--- config.mk ---
export PLATFORM = sky130hd
export DESIGN_NAME = rv_hazard_ctrl
export DESIGN_NICKNAME = d
export VERILOG_FILES = /design/src/rtl/rv_hazard_ctrl.sv
export SDC_FILE = /design/constraint.sdc
export NUM_CORES = 1
export LEC_CHECK = 0
export BUFFER_PORTS_ARGS = -buffer_cell sky130_fd_sc_hd__buf_2
export CORE_ASPECT_RATIO = 0.8
export CORE_MARGIN = 8
export CORE_UTILIZATION = 40
export CTS_CLUSTER_DIAMETER = 50
export DETAILED_ROUTE_END_ITERATION = 10
export PLACE_DENSITY = 0.83
export SYNTH_ARGS = -nofsm -noshare
export SYNTH_HDL_FRONTEND = slang
export SYNTH_SLANG_ARGS = --single-unit
--- constraint.sdc ---
create_clock -name i_clk -period 1.7 [get_ports i_clk]
set_input_delay 0.34 -clock i_clk [delete_from_list [all_inputs] [get_ports i_clk]]
set_output_delay 0.34 -clock i_clk [all_outputs]
set_load 0.1 [all_outputs]
--- src/rtl/rv_hazard_ctrl.sv ---
// Hazard controller for the 5-stage RV32I pipeline: operand forwarding, load-use and
// data-memory-wait stalls, redirect flushes. Perf counters exist only with RV_HAZ_PERF_CNT_EN.
module rv_hazard_ctrl #(
   parameter int NUM_RS  = 2,
   parameter int TIMEOUT = 255,
   parameter int CNT_W   = 32
) (
   input  logic                  i_clk,
   input  logic                  i_rst,
   input  logic [5*NUM_RS-1:0]   i_haz_rf_ra_id,
   input  logic [5*NUM_RS-1:0]   i_haz_rf_ra_ex,
   input  logic [4:0]            i_haz_rf_wa_mem,
   input  logic                  i_haz_rf_we_mem,
   input  logic                  i_haz_is_load_mem,
   input  logic [4:0]            i_haz_rf_wa_wb,
   input  logic                  i_haz_rf_we_wb,
   input  logic                  i_haz_br_taken_ex,
   input  logic                  i_haz_dmem_req_mem,
   input  logic                  i_haz_dmem_ack,
   output logic [2*NUM_RS-1:0]   o_haz_rf_rd_sel_ex,
   output logic [NUM_RS-1:0]     o_haz_rf_rd_sel_id,
   output logic                  o_haz_stall_if,
   output logic                  o_haz_stall_id,
   output logic                  o_haz_stall_ex,
   output logic                  o_haz_stall_mem,
   output logic                  o_haz_bubble_mem,
   output logic                  o_haz_bubble_wb,
   output logic                  o_haz_flush_id,
   output logic                  o_haz_flush_ex,
   output logic [1:0]            o_haz_state,
   output logic                  o_haz_dmem_timeout,
   output logic [CNT_W-1:0]      o_haz_cnt_load_use,
   output logic [CNT_W-1:0]      o_haz_cnt_mem_wait,
   output logic [CNT_W-1:0]      o_haz_cnt_flush
);

   localparam logic [1:0] SRC_RF_RD_EX  = 2'd0;
   localparam logic [1:0] SRC_RF_RD_MEM = 2'd1;
   localparam logic [1:0] SRC_RF_RD_WB  = 2'd2;

   localparam int WCNT_W = (TIMEOUT > 1) ? $clog2(TIMEOUT) : 1;
   localparam logic [WCNT_W-1:0] WCNT_LAST = WCNT_W'(TIMEOUT - 1);

   typedef enum logic [1:0] {
      ST_RUN      = 2'd0,
      ST_MEM_WAIT = 2'd1,
      ST_ERR      = 2'd2
   } state_e;

   state_e              state_q, state_d;
   logic [WCNT_W-1:0]   wait_cnt_q, wait_cnt_d;

   logic [2*NUM_RS-1:0] sel_ex;
   logic [NUM_RS-1:0]   sel_id;
   logic                ex_hits_mem_dest;
   logic                load_use;
   logic                mem_req_stall;
   logic                mem_freeze;
   logic                do_flush;

   always_comb begin
      sel_ex           = '0;
      sel_id           = '0;
      ex_hits_mem_dest = 1'b0;
      for (int k = 0; k < NUM_RS; k++) begin
         if (i_haz_rf_ra_ex[5*k +: 5] != 5'd0 && i_haz_rf_we_mem &&
             i_haz_rf_wa_mem == i_haz_rf_ra_ex[5*k +: 5] && !i_haz_is_load_mem)
            sel_ex[2*k +: 2] = SRC_RF_RD_MEM;
         else if (i_haz_rf_ra_ex[5*k +: 5] != 5'd0 && i_haz_rf_we_wb &&
                  i_haz_rf_wa_wb == i_haz_rf_ra_ex[5*k +: 5])
            sel_ex[2*k +: 2] = SRC_RF_RD_WB;
         else
            sel_ex[2*k +: 2] = SRC_RF_RD_EX;
         if (i_haz_rf_wa_mem != 5'd0 && i_haz_rf_wa_mem == i_haz_rf_ra_ex[5*k +: 5])
            ex_hits_mem_dest = 1'b1;
         sel_id[k] = (i_haz_rf_ra_id[5*k +: 5] != 5'd0) && i_haz_rf_we_wb &&
                     (i_haz_rf_wa_wb == i_haz_rf_ra_id[5*k +: 5]);
      end
   end

   assign load_use      = i_haz_is_load_mem && i_haz_rf_we_mem && ex_hits_mem_dest;
   assign mem_req_stall = i_haz_dmem_req_mem && !i_haz_dmem_ack;
   assign mem_freeze    = mem_req_stall || (state_q == ST_ERR);
   // A redirect under a stall is dropped here; the branch holds in EX and flushes once unstalled.
   assign do_flush      = !i_rst && !mem_freeze && !load_use && i_haz_br_taken_ex;

   always_comb begin
      o_haz_stall_if   = 1'b0;
      o_haz_stall_id   = 1'b0;
      o_haz_stall_ex   = 1'b0;
      o_haz_stall_mem  = 1'b0;
      o_haz_bubble_mem = 1'b0;
      o_haz_bubble_wb  = 1'b0;
      o_haz_flush_id   = 1'b0;
      o_haz_flush_ex   = 1'b0;
      if (!i_rst) begin
         if (mem_freeze) begin
            o_haz_stall_if  = 1'b1;
            o_haz_stall_id  = 1'b1;
            o_haz_stall_ex  = 1'b1;
            o_haz_stall_mem = 1'b1;
            o_haz_bubble_wb = 1'b1;
         end else if (load_use) begin
            o_haz_stall_if   = 1'b1;
            o_haz_stall_id   = 1'b1;
            o_haz_stall_ex   = 1'b1;
            o_haz_bubble_mem = 1'b1;
         end else if (i_haz_br_taken_ex) begin
            o_haz_flush_id = 1'b1;
            o_haz_flush_ex = 1'b1;
         end
      end
   end

   assign o_haz_rf_rd_sel_ex = i_rst ? '0 : sel_ex;
   assign o_haz_rf_rd_sel_id = i_rst ? '0 : sel_id;

   always_comb begin
      state_d    = state_q;
      wait_cnt_d = wait_cnt_q;
      case (state_q)
         ST_RUN: begin
            if (mem_req_stall) begin
               state_d    = ST_MEM_WAIT;
               wait_cnt_d = '0;
            end
         end
         ST_MEM_WAIT: begin
            if (i_haz_dmem_ack)
               state_d = ST_RUN;
            else if (wait_cnt_q == WCNT_LAST)
               state_d = ST_ERR;
            else
               wait_cnt_d = wait_cnt_q + WCNT_W'(1);
         end
         ST_ERR:  state_d = ST_ERR;
         default: state_d = ST_RUN;
      endcase
   end

   always_ff @(posedge i_clk) begin
      if (i_rst) begin
         state_q    <= ST_RUN;
         wait_cnt_q <= '0;
      end else begin
         state_q    <= state_d;
         wait_cnt_q <= wait_cnt_d;
      end
   end

   assign o_haz_state        = state_q;
   assign o_haz_dmem_timeout = (state_q == ST_ERR);

`ifdef RV_HAZ_PERF_CNT_EN
   logic [CNT_W-1:0] cnt_lu_q, cnt_mw_q, cnt_fl_q;

   // Counters saturate at all-ones rather than wrapping.
   always_ff @(posedge i_clk) begin
      if (i_rst) begin
         cnt_lu_q <= '0;
         cnt_mw_q <= '0;
         cnt_fl_q <= '0;
      end else begin
         if (load_use && !mem_freeze && cnt_lu_q != '1) cnt_lu_q <= cnt_lu_q + CNT_W'(1);
         if (mem_req_stall && cnt_mw_q != '1)           cnt_mw_q <= cnt_mw_q + CNT_W'(1);
         if (do_flush && cnt_fl_q != '1)                cnt_fl_q <= cnt_fl_q + CNT_W'(1);
      end
   end

   assign o_haz_cnt_load_use = cnt_lu_q;
   assign o_haz_cnt_mem_wait = cnt_mw_q;
   assign o_haz_cnt_flush    = cnt_fl_q;
`else
   assign o_haz_cnt_load_use = '0;
   assign o_haz_cnt_mem_wait = '0;
   assign o_haz_cnt_flush    = '0;
`endif

endmodule

==> impl_metrics.toml <==
[timing]
tns_ns = -2.452
fmaxAchievable_ghz = 0.5037
fin_crit_ns = 1.985
worst_slack_ns = -0.2854
slew_viol_final = 0
finalHoldViolCount = 0
rsz0062_at_grt = "true"
finalSetupViolations = 11
fin_worst_skew_ns = 0.001551
fin_crit_sh_pct = 116.8

[clock_network]
clk_pin_slew_ns = 0.05
clock_path_buffers = 2
cts-root-buf = "clkbuf_8"
htree_levels = 1
insertion_delay_ns = 0.24
cts_tree = "built"
cts_buffers = 3
cts_sinks = 10

[routing]
vias = 1522
wire_per_inst_um = 15.54
ant_nets = 0
postRouteWirelength_mm = 5.640
drc = 0
avgViaCountPerCell = 4.193
first_pass_iters = 4
first_iter_violations = 26

[die]
core_area_um2 = 4459
pin_count = 151
rows = 22
die_area_um2 = 6949
initial_core_util_pct = 40.60
die_w_um = 91.22
die_y_um = 76.18

[outcome]
outcome = "finished, violations left"
violations = "negative setup slack"

[synthesis]
yosys_warnings = 0
ys_seq_area_share_pct = 11.06
ys_types = 33
synthAdderAreaFrac_pct = 1.382
syn_avg_cell_area_um2 = 7.872
ys_top_cells_by_area = "buf_4 (42%), dfxtp_1 (11%), xnor2_1 (9.2%), xor2_1 (5.8%), xnor2_2 (3.6%)"
syn_inst = 230
synthXorXnorAreaFrac_pct = 18.59
yosysTopAreaCell = "buf_4"
synth_top_family_by_area = "buffers and inverters"
synthMuxAreaShare_pct = 0
synthSimpleGateAreaFrac_pct = 18.24
ys_seq_elements = 10
netlist_area_um2 = 1810
synth_top_area_share_pct = 41.88
synth-compound-area-share_pct = 5.045

[cells_and_area]
n_antenna_cell = 0
fill_cells = 343
nNetsFinal = 344
final_common_cell = "conb_1"
fin_util_pct = 62.54
finalInstanceArea_um2 = 2789
final_cell_mix = "conb_1 (96), buf_2 (25), buf_4 (18)"
area_growth_pct = 54.04
drive_gt1_share_pct = 46.53

[worst_setup_path]
critical_path_class = "input port to output port"
slowest_delay_ns = 0.45
crit_arrival_ns = 1.65
crit_chain = "buf_8, buf_6, xnor2_2, nand4_1, or4_4, a21oi_4, buf_12"
crit_slowest_cell = "or4_4"
cp_num_buf_inv = 3
endpoint_kind = "output port"
critPathLaunchType = "input port"
cp_max_fo = 2
worstPathRequired_ns = 1.36
cp_top_family = "simple AND/OR/NAND/NOR gates"
r2r_setup_slack_ns = 0.20

[placement]
pre_cts_ws_ns = -0.3328
dpl.hpwl_mm = 4.269
globalplace.congestion = 0.7920
placed_cell_area_um2 = 2367
portBuffers = 54

[grt]
grt_max_degree = 10
antenna_found_initial = 0
grt_overflow = 0
grtUsageTotal_pct = 14.94
grt_pass1_wl_mm = 8.576
grt_pass1_vias = 1774

[flow_run]
cap_violations = 0

[power]
powerDensity_nw_per_um2 = 726.5
report.power.total_mw = 2.026
ir_drop_v = 0.0005867
leakage_nw = 1.271

[hold_path]
hp-class = "input port to flop"
-- worst min-delay path, cell delays in order --
cell and delay [ns]:
buf_2 0.11, nor2_1 0.08, nand3_1 0.08, a21oi_1 0.06
-- per-stage QoR --
step,cells,hold WS [ns]
after floorplan,325,0.4988
after global placement,351,0.5039
after detailed placement,351,0.5110
after CTS,362,0.4753
after global routing,363,0.5248
final,363,0.4812
-- layer usage --
layer / part of all wire [%] / track usage (%)
met1: 38 / 15.31
met2: 55 / 28.36
met3: 3.6 / 2.854
met4: 3.1 / 6.852
met5: 0 / 0
-- where the power goes --
group	internal (mW)	switching (mW)
clock network	0.204	0.0978
logic	0.272	1.21
registers	0.238	0.00501
total	0.713	1.31
-- area by class of cell --
type,instances,area [um^2],area share (%)
Multi-Input combinational cell,205,1588,56.93
Timing Repair Buffer,80,848.3,30.42
Sequential cell,10,207.7,7.447
Tap cell,60,75.07,2.692
Clock buffer,4,55.05,1.974
Inverter,4,15.01,0.5384
-- flip-flops by register name, summed over array words and instances (netlist names) --
register	flops
wait_cnt_q	8
o_haz_state	2
-- path summary, 6_finish.rpt --
path                          start               endpoint  cells after the start
hold reg to reg      o_haz_state[0]         o_haz_state[1]                      2
setup / recovery  i_haz_rf_ra_ex[3]  o_haz_rf_rd_sel_ex[1]                      7
hold / removal       i_haz_dmem_ack         o_haz_state[1]                      4
setup reg to reg      wait_cnt_q[1]          wait_cnt_q[4]                      6
-- Yosys cell counts --
library cell    n
xnor2_2         4
ha_1            2
inv_1           4
or2_2           1
a31o_2          1
o21a_1          1
o211ai_1        1
nor3_1          5
nand2_1         6
nor4b_1         2
and4_1          1
xor2_1         12
a211oi_1        1
nand4_1         6
nor4_1          4
and3_1          1
nor3_2          3
buf_6           4
o211a_2         1
o21ai_0         1
dfxtp_1        10
a21oi_1         6
nand2b_1        1
buf_4         101
xnor2_1        19
o2111ai_2       1
or4_1           4
buf_2           1
nand2b_4        1
nand3_1         7
nor2_1         16
conb_1          1
nor2b_1         1
-- what timing repair did --
item | 4_1_cts | 5_1_grt
cloned | 0 | 0
pin swaps | 18 | 9
hold buffers | 0 | 0
endpoints found under the setup margin | 12 | 12
buffers inserted | 7 | 2
endpoints found under the hold margin | 0 | 0
gates resized for setup | 51 | 19
-- cell families (layout without fill, tap and decap cells) --
kind of cell               count (synthesis)  count (layout)
DFF                                       10              10
and+or+nand+nor                           59              59
AOI/OAI and AO/OA                         13              13
other                                      1              96
adders and majority gates                  2               2
buffers and inverters                    110              88
xor gates and xnor gates                  35              35
(Power assumes the default switching activity.)
